<file path="src/rtl/icache_pkg.sv">
// Shared types and sizing for the direct-mapped instruction cache.
package icache_pkg;

  localparam int unsigned WORD_W = 32;
  typedef logic [WORD_W-1:0] word_t;

  localparam int unsigned ICACHE_SETS      = 16;
  localparam int unsigned ICACHE_IDX_W     = $clog2(ICACHE_SETS);
  localparam int unsigned ICACHE_TAG_W     = WORD_W - ICACHE_IDX_W - 2;
  // Widest tag any SETS setting can need; narrower tags are zero-extended into it.
  localparam int unsigned ICACHE_TAG_MAX_W = WORD_W - 2;

  typedef struct packed {
    logic                        valid;
    logic [ICACHE_TAG_MAX_W-1:0] tag;
    word_t                       data;
  } icache_frame_t;

  typedef enum logic {
    COMPARE = 1'b0,
    FILL    = 1'b1
  } icache_state_t;

endpackage

</file>
<file path="src/rtl/sat_counter32.sv">
// 32-bit event counter with synchronous clear that sticks at all-ones.
module sat_counter32 #(
  parameter logic [31:0] CLR_VAL = 32'h0
) (
  input  logic        clk,
  input  logic        clr,
  input  logic        inc,
  output logic [31:0] count
);

  always_ff @(posedge clk) begin
    if (clr) begin
      count <= CLR_VAL;
    end else if (inc && (count != 32'hFFFF_FFFF)) begin
      count <= count + 32'd1;
    end
  end

endmodule

</file>
<file path="src/rtl/icache_direct.sv">
// Direct-mapped, one-word-per-block instruction cache with single-word fills
// and saturating hit/miss counters.
module icache_direct
  import icache_pkg::*;
#(
  parameter int unsigned SETS     = ICACHE_SETS,
  parameter word_t       CNT_INIT = '0
) (
  input  logic  CLK,
  input  logic  RST,
  input  logic  imemREN,
  input  word_t imemaddr,
  output logic  ihit,
  output word_t imemload,
  output logic  iREN,
  output word_t iaddr,
  input  logic  iwait,
  input  word_t iload,
  output word_t hit_count,
  output word_t miss_count
);

  localparam int unsigned IDX_W  = $clog2(SETS);
  localparam int unsigned TAG_W  = WORD_W - IDX_W - 2;
  localparam int unsigned LINE_W = WORD_W - 2;

  icache_state_t state_q, state_d;
  icache_frame_t frames_q [SETS];
  icache_frame_t req_frame_c;
  logic [LINE_W-1:0] miss_addr_q;

  logic [TAG_W-1:0] req_tag_c, fill_tag_c;
  logic [IDX_W-1:0] req_idx_c, fill_idx_c;
  logic             tag_match_c;
  logic             hit_c, miss_c, fill_done_c;
  logic             unused_offset_c;

  assign req_tag_c       = imemaddr[WORD_W-1:IDX_W+2];
  assign req_idx_c       = imemaddr[IDX_W+1:2];
  assign unused_offset_c = ^imemaddr[1:0];
  assign fill_tag_c      = miss_addr_q[LINE_W-1:IDX_W];
  assign fill_idx_c      = miss_addr_q[IDX_W-1:0];
  assign req_frame_c     = frames_q[req_idx_c];
  assign tag_match_c     = (req_frame_c.tag == ICACHE_TAG_MAX_W'(req_tag_c));

  always_ff @(posedge CLK) begin
    if (RST) begin
      state_q <= COMPARE;
    end else begin
      state_q <= state_d;
    end
  end

  always_comb begin
    state_d = state_q;
    unique case (state_q)
      COMPARE: if (miss_c)      state_d = FILL;
      FILL:    if (fill_done_c) state_d = COMPARE;
      default:                  state_d = COMPARE;
    endcase
  end

  // Lookup result and memory-side request; iREN/iaddr depend on registers only.
  always_comb begin
    ihit        = 1'b0;
    imemload    = '0;
    iREN        = 1'b0;
    iaddr       = {miss_addr_q, 2'b00};
    hit_c       = 1'b0;
    miss_c      = 1'b0;
    fill_done_c = 1'b0;
    unique case (state_q)
      COMPARE: begin
        hit_c  = imemREN & req_frame_c.valid & tag_match_c;
        miss_c = imemREN & ~hit_c;
        ihit   = hit_c;
        if (hit_c) imemload = req_frame_c.data;
      end
      FILL: begin
        iREN        = 1'b1;
        fill_done_c = ~iwait;
      end
      default: ;
    endcase
  end

  always_ff @(posedge CLK) begin
    if (RST) begin
      miss_addr_q <= '0;
    end else if (miss_c) begin
      miss_addr_q <= imemaddr[WORD_W-1:2];
    end
  end

  // Reset clears only valid bits; a fill replaces the whole frame.
  always_ff @(posedge CLK) begin
    if (RST) begin
      for (int i = 0; i < SETS; i++) frames_q[i].valid <= 1'b0;
    end else if (fill_done_c) begin
      frames_q[fill_idx_c] <= '{valid: 1'b1, tag: ICACHE_TAG_MAX_W'(fill_tag_c), data: iload};
    end
  end

  sat_counter32 #(.CLR_VAL(CNT_INIT)) u_hit_cnt (
    .clk   (CLK),
    .clr   (RST),
    .inc   (hit_c),
    .count (hit_count)
  );

  sat_counter32 #(.CLR_VAL(CNT_INIT)) u_miss_cnt (
    .clk   (CLK),
    .clr   (RST),
    .inc   (miss_c),
    .count (miss_count)
  );

endmodule

</file>
<file path="config.mk">
export PLATFORM = sky130hd
export DESIGN_NAME = icache_direct
export DESIGN_NICKNAME = d
export VERILOG_FILES = /design/src/rtl/icache_pkg.sv /design/src/rtl/sat_counter32.sv /design/src/rtl/icache_direct.sv
export SDC_FILE = /design/constraint.sdc
export NUM_CORES = 1
export LEC_CHECK = 0
export ABC_CLOCK_PERIOD_IN_PS = 11800
export BUFFER_PORTS_ARGS = -buffer_cell sky130_fd_sc_hd__buf_4
export CAP_MARGIN = 20
export CORE_AREA = 2 2 276 278
export CTS_CLUSTER_DIAMETER = 50
export DETAILED_ROUTE_END_ITERATION = 7
export DIE_AREA = 0 0 278 280
export PLACE_DENSITY = 0.78
export SLEW_MARGIN = 20
export SYNTH_ARGS = -nofsm -noshare
export SYNTH_HDL_FRONTEND = slang
export SYNTH_SLANG_ARGS = --single-unit
</file>
<file path="constraint.sdc">
create_clock -name CLK -period 11.8 [get_ports CLK]
set_input_delay 2.36 -clock CLK [delete_from_list [all_inputs] [get_ports CLK]]
set_output_delay 2.36 -clock CLK [all_outputs]
set_load 0.005 [all_outputs]
</file>
# Word-level counts from Yosys, hierarchy flattened
# Memory sizes are Yosys's and may differ from the RTL's.
# Cells that the tools add are included.
# W data, S select, Z words.
# op_classes
n_addsub,2
n_mux,17
reduce_logical,3
bitwise_logic,6
n_eq_ne,3
# ops
operator,count
$add A32 B1 Y32 const B,2
$mux W32,2
$ne A32 B32 Y1 const B,2
$mux W59,1
$reduce_or A59 Y1,1
$eq A30 B26 Y1,1
$mux W1,11
$mux W4,1
$and A1 B1 Y1,3
$not A1 Y1,3
$logic_and A1 B1 Y1,2
$mux W2,1
$pmux W1 S2,1
# totals
mem_bits_rw,944
wordCells,36
output_inout_bits,130
n_memories,1
register_bits,95
input_bits,68
# mem_list
memory,depth,width,read_ports,rd_ports_with_merged_regs,wr,line,source
frames_q,16,59,1,0,16,icache_direct.sv:28,icache_frame_t frames_q [SETS];

# Logic depth before layout (Yosys ltp)
# An unclocked memory read counts as a cell.
# depth
ltp_word,8
depth_mapped,16
mapped_depth_nobuf,10

# Cells and area by module
# From an unflattened synthesis, not the netlist that was laid out.
# unflattened
cells_unflattened,2159
hier_area_um2,41401.0
# modules_own_cells
mod,seq_area_each_um2,n_inst,area_each_um2,cells_per_inst
icache_direct,28807.6,1,38056.5,1765
sat_counter32 at u_hit_cnt,640.6,1,1674.1,199
sat_counter32 at u_miss_cnt,640.6,1,1670.4,195

# Worst setup path after synthesis
# No wires, ideal clock.
# synth_path
path_type,input port to output port
from,input port imemaddr[3]
to,output port imemload[10]
path_stages,12
required_ns,9.440
arrival_time_ns,5.051
path_buffers,4
slack_ns,4.389
cell_sequence,buf_2 > buf_6 > mux4_2 > mux4_2 > xor2_1 > a211oi_1 > and4_1 > nand3_4 > inv_2 > buf_2 > clkbuf_1 > and2_1
# synth_via
elab_chain_cells,5
# synth_lines
element,line,source
start: declaration,icache_direct.sv:12,"input word_t imemaddr,"
$mem_v2 Z16 W59 (*),n/a,
$eq A30 B26 Y1 or $and A1 B1 Y1 (tied branches),"icache_direct.sv:44, icache_direct.sv:74",
$and A1 B1 Y1,icache_direct.sv:74,hit_c = imemREN & req_frame_c.valid & tag_match_c;
$mux W32 (*),icache_direct.sv:77,if (hit_c) imemload = req_frame_c.data;
$mux W32 (*),icache_direct.sv:72,unique case (state_q)
end: declaration,icache_direct.sv:14,"output word_t imemload,"
# Every way passes the cells marked *; elsewhere a longest branch is shown, timed or not.

# Final worst setup path
# layout_path
from,input port imemaddr[2]
to,output port imemload[0]
# Same word-level chain as after synthesis.

==> impl_metrics.json <==
{
  "grt_max_degree": 83,
  "synth_top_area_share": 0.682,
  "multi_input_area_um2": 10200,
  "cts_resized": 0,
  "nets": 2361,
  "grt_pass1_vias": 21700,
  "dp_hpwl_um": 50500,
  "synth_top_cells_by_area": "edfxtp_1 (68%), mux4_2 (14%), dfxtp_1 (5.4%)",
  "finalCritPeriodShare": 0.817,
  "numCtsBuffers": 106,
  "core_area_um2": 75200,
  "cts_tree": "done",
  "ant_nets": 0,
  "finalInstanceArea_um2": 46700,
  "yosysTopAreaCell": "edfxtp_1",
  "dieWidth_um": 278,
  "synth_xor_area_frac": 0.00643,
  "final_cells": 3363,
  "cp.required_ns": 9.44,
  "drt-total-wl_um": 94000,
  "worst_pin_slew_ns": 1.07,
  "p_leak_nw": 15.4,
  "drive_above_1_share": 0.289,
  "slowest_delay_ns": 0.82,
  "track_usage": 0.244,
  "syn_area_um2": 40900,
  "clock.fmax_mhz": 104,
  "drt_pass1_iterations": 5,
  "p_per_area_nw_per_um2": 162,
  "antenna_found_initial": 6,
  "skew_ns": 0.0320,
  "syn2layout_area_growth_pct": 14.3,
  "dp_cells": 3161,
  "grt_setup_unrepaired": "no",
  "initial_utilization": 0.544,
  "setup_viol": 0,
  "io_pins": 198,
  "slowest_stage": "buf_4",
  "synth_compound_area_frac": 0.0258,
  "p_total_mw": 7.58,
  "period_minus_slack_ns": 9.64,
  "final-seq-area_um2": 30100,
  "synth-edff-count": 928,
  "slew_headroom": 0.288,
  "drv_cap": 0,
  "synthFlopType": "edfxtp_1",
  "clock-root-buffer": "clkbuf_16",
  "path_cells": "buf_8 -> buf_4 -> mux4_1 -> a22o_1 -> a21oi_1 -> xnor2_1 -> a2111oi_1 -> and4_4 -> nand3_4 -> inv_2 -> and2_1 -> buf_4",
  "cts.sinks": 1039,
  "drtIter0Drc": 2198,
  "synth_seq_cells": 1039,
  "holdBufCountCts": 0,
  "path_buf_inv": 4,
  "irDropWorstVdd_uv": 133,
  "fillers": 4996,
  "synth_fa_ha_area_frac": 0.000612,
  "htree_levels": 3,
  "clk_latency_ns": 0.68,
  "critPathKind": "primary input to output port",
  "slew_viol_final": 0,
  "place.gp.congestion": 0.843,
  "cp_common_cell": "buf_4",
  "fin_setup_tns_ns": 0,
  "async_reset_ff_frac": 0,
  "synth_warnings": 0,
  "hp-class": "flop to flop",
  "dr_total_vias": 21200,
  "ys_seq_area_frac": 0.736,
  "routed_via_density": 6.31,
  "grt_pass1_wl_um": 139000,
  "path_clk_slew_ns": 0.06,
  "synth-simple-area-share": 0.0473,
  "overflow": 0,
  "cp_max_fo": 76,
  "drc": 0,
  "worst_setup_path_end_kind": "output port",
  "hold_viol": 0,
  "status": "finished clean",
  "clockBufferDepth": 3,
  "die_h_um": 280,
  "routedWlPerCell_um": 28.0,
  "arrival_ns": 7.28,
  "critical-path-top-delay-family": "buffers and inverters",
  "place_area_um2": 43400,
  "post_cts_buffers": 0,
  "synth_cells": 2062,
  "synth_mux_area_frac": 0.167,
  "yosysUniqueCellTypes": 72,
  "rows": 101,
  "synth_top_family_by_area": "multiplexers",
  "port_buffers": 193,
  "cp-start-kind": "primary input",
  "synth_area_per_cell_um2": 19.8,
  "die_area_um2": 77800
}
path summary, 6_finish.rpt:
check | start | endpoint | slack, ns | cells after the start
hold / removal | frames_q[12][58] | frames_q[12][58] | 0.45 | 1
setup / recovery | imemaddr[2] | imemload[0] | 2.16 | 12
setup reg to reg | frames_q[7][39] | u_hit_cnt.count[21] | 7.52 | 9
hold reg to reg | frames_q[12][58] | frames_q[12][58] | 0.45 | 1
area by class of cell:
class                      count  area share
clock buffer                 136      0.0605
inverter                      10    0.000830
sequential                  1039       0.644
multi-input combinational    903       0.219
tap                          978      0.0262
timing repair buffer         231      0.0380
antenna                        3    0.000161
clock inverter                63      0.0112
sequential cells by signal, summed over array words and instances, names as in the netlist:
name / flops
frames_q: 944
state_q: 1
miss_addr_q: 30
u_hit_cnt.count: 32
u_miss_cnt.count: 32
logic make-up after synthesis:
kind of cell               after synthesis
DFF                                   1039
muxes                                  358
and+or+nand+nor                        354
AOI/OAI and AO/OA                      157
buffers and inverters                  121
xor gates and xnor gates                30
adders and majority gates                2
other                                    1
Yosys cell counts, types with 19 or more instances:
library cell  number
edfxtp_1         928
mux4_2           254
dfxtp_1          111
nor2_1            79
mux2i_1           76
clkbuf_1          49
a21oi_1           46
nand2_1           44
and2_1            36
nand3_1           35
buf_2             34
nor2b_1           27
o21ai_0           26
or3_1             22
nor3_1            19
layout by cell type (no fill, tap or decap), types with 16 or more instances in the layout:
master       n
mux2_2      17
and2_1      36
dfxtp_1    111
clkinv_1    21
clkbuf_1    24
clkbuf_16  106
and3_1      17
nor2b_1     27
mux4_2     254
edfxtp_1   928
mux2i_1     76
buf_4      227
or3_1       22
a21oi_1     46
nand3_1     35
nor2_1      67
o31ai_1     16
nand2_1     44
a21o_1      17
o21ai_0     26
nand4_1     17
through the flow:
| stage | hold WS (ns) | util | setup WS [ns] |
|---|---|---|---|
| finish | 0.452 | 0.621 | 2.16 |
| global route | 0.468 | 0.621 | 1.59 |
| CTS | 0.451 | 0.621 | 2.03 |
| detailed placement | 0.437 | 0.577 | 2.06 |
| global placement | 0.429 | 0.577 | 2.16 |
| floorplan | 0.421 | - | 4.39 |
report_power, final:
group	internal, mW	switching (mW)
combinational	0.147	0.181
sequential	4.02	0.0328
clock	1.78	1.41
total	5.95	1.62
worst register-to-register path: cells and delay by family (launching register included):
family | cells | cell delay (ns)
AOI/OAI and AO/OA | 1 | 0.52
xor gates and xnor gates | 1 | 0.18
buffers and inverters | 1 | 0.67
DFF | 1 | 0.38
muxes | 3 | 1.30
and+or+nand+nor | 3 | 1.13
routing by layer:
layer,track usage,share of wire,vias to the layer above
li1,-,-,8938
met1,0.325,0.39,11100
met2,0.412,0.51,981
met3,0.0422,0.074,183
met4,0.0797,0.030,8
met5,0,0.00061,-
No activity file was read; power rests on OpenSTA's default activity.
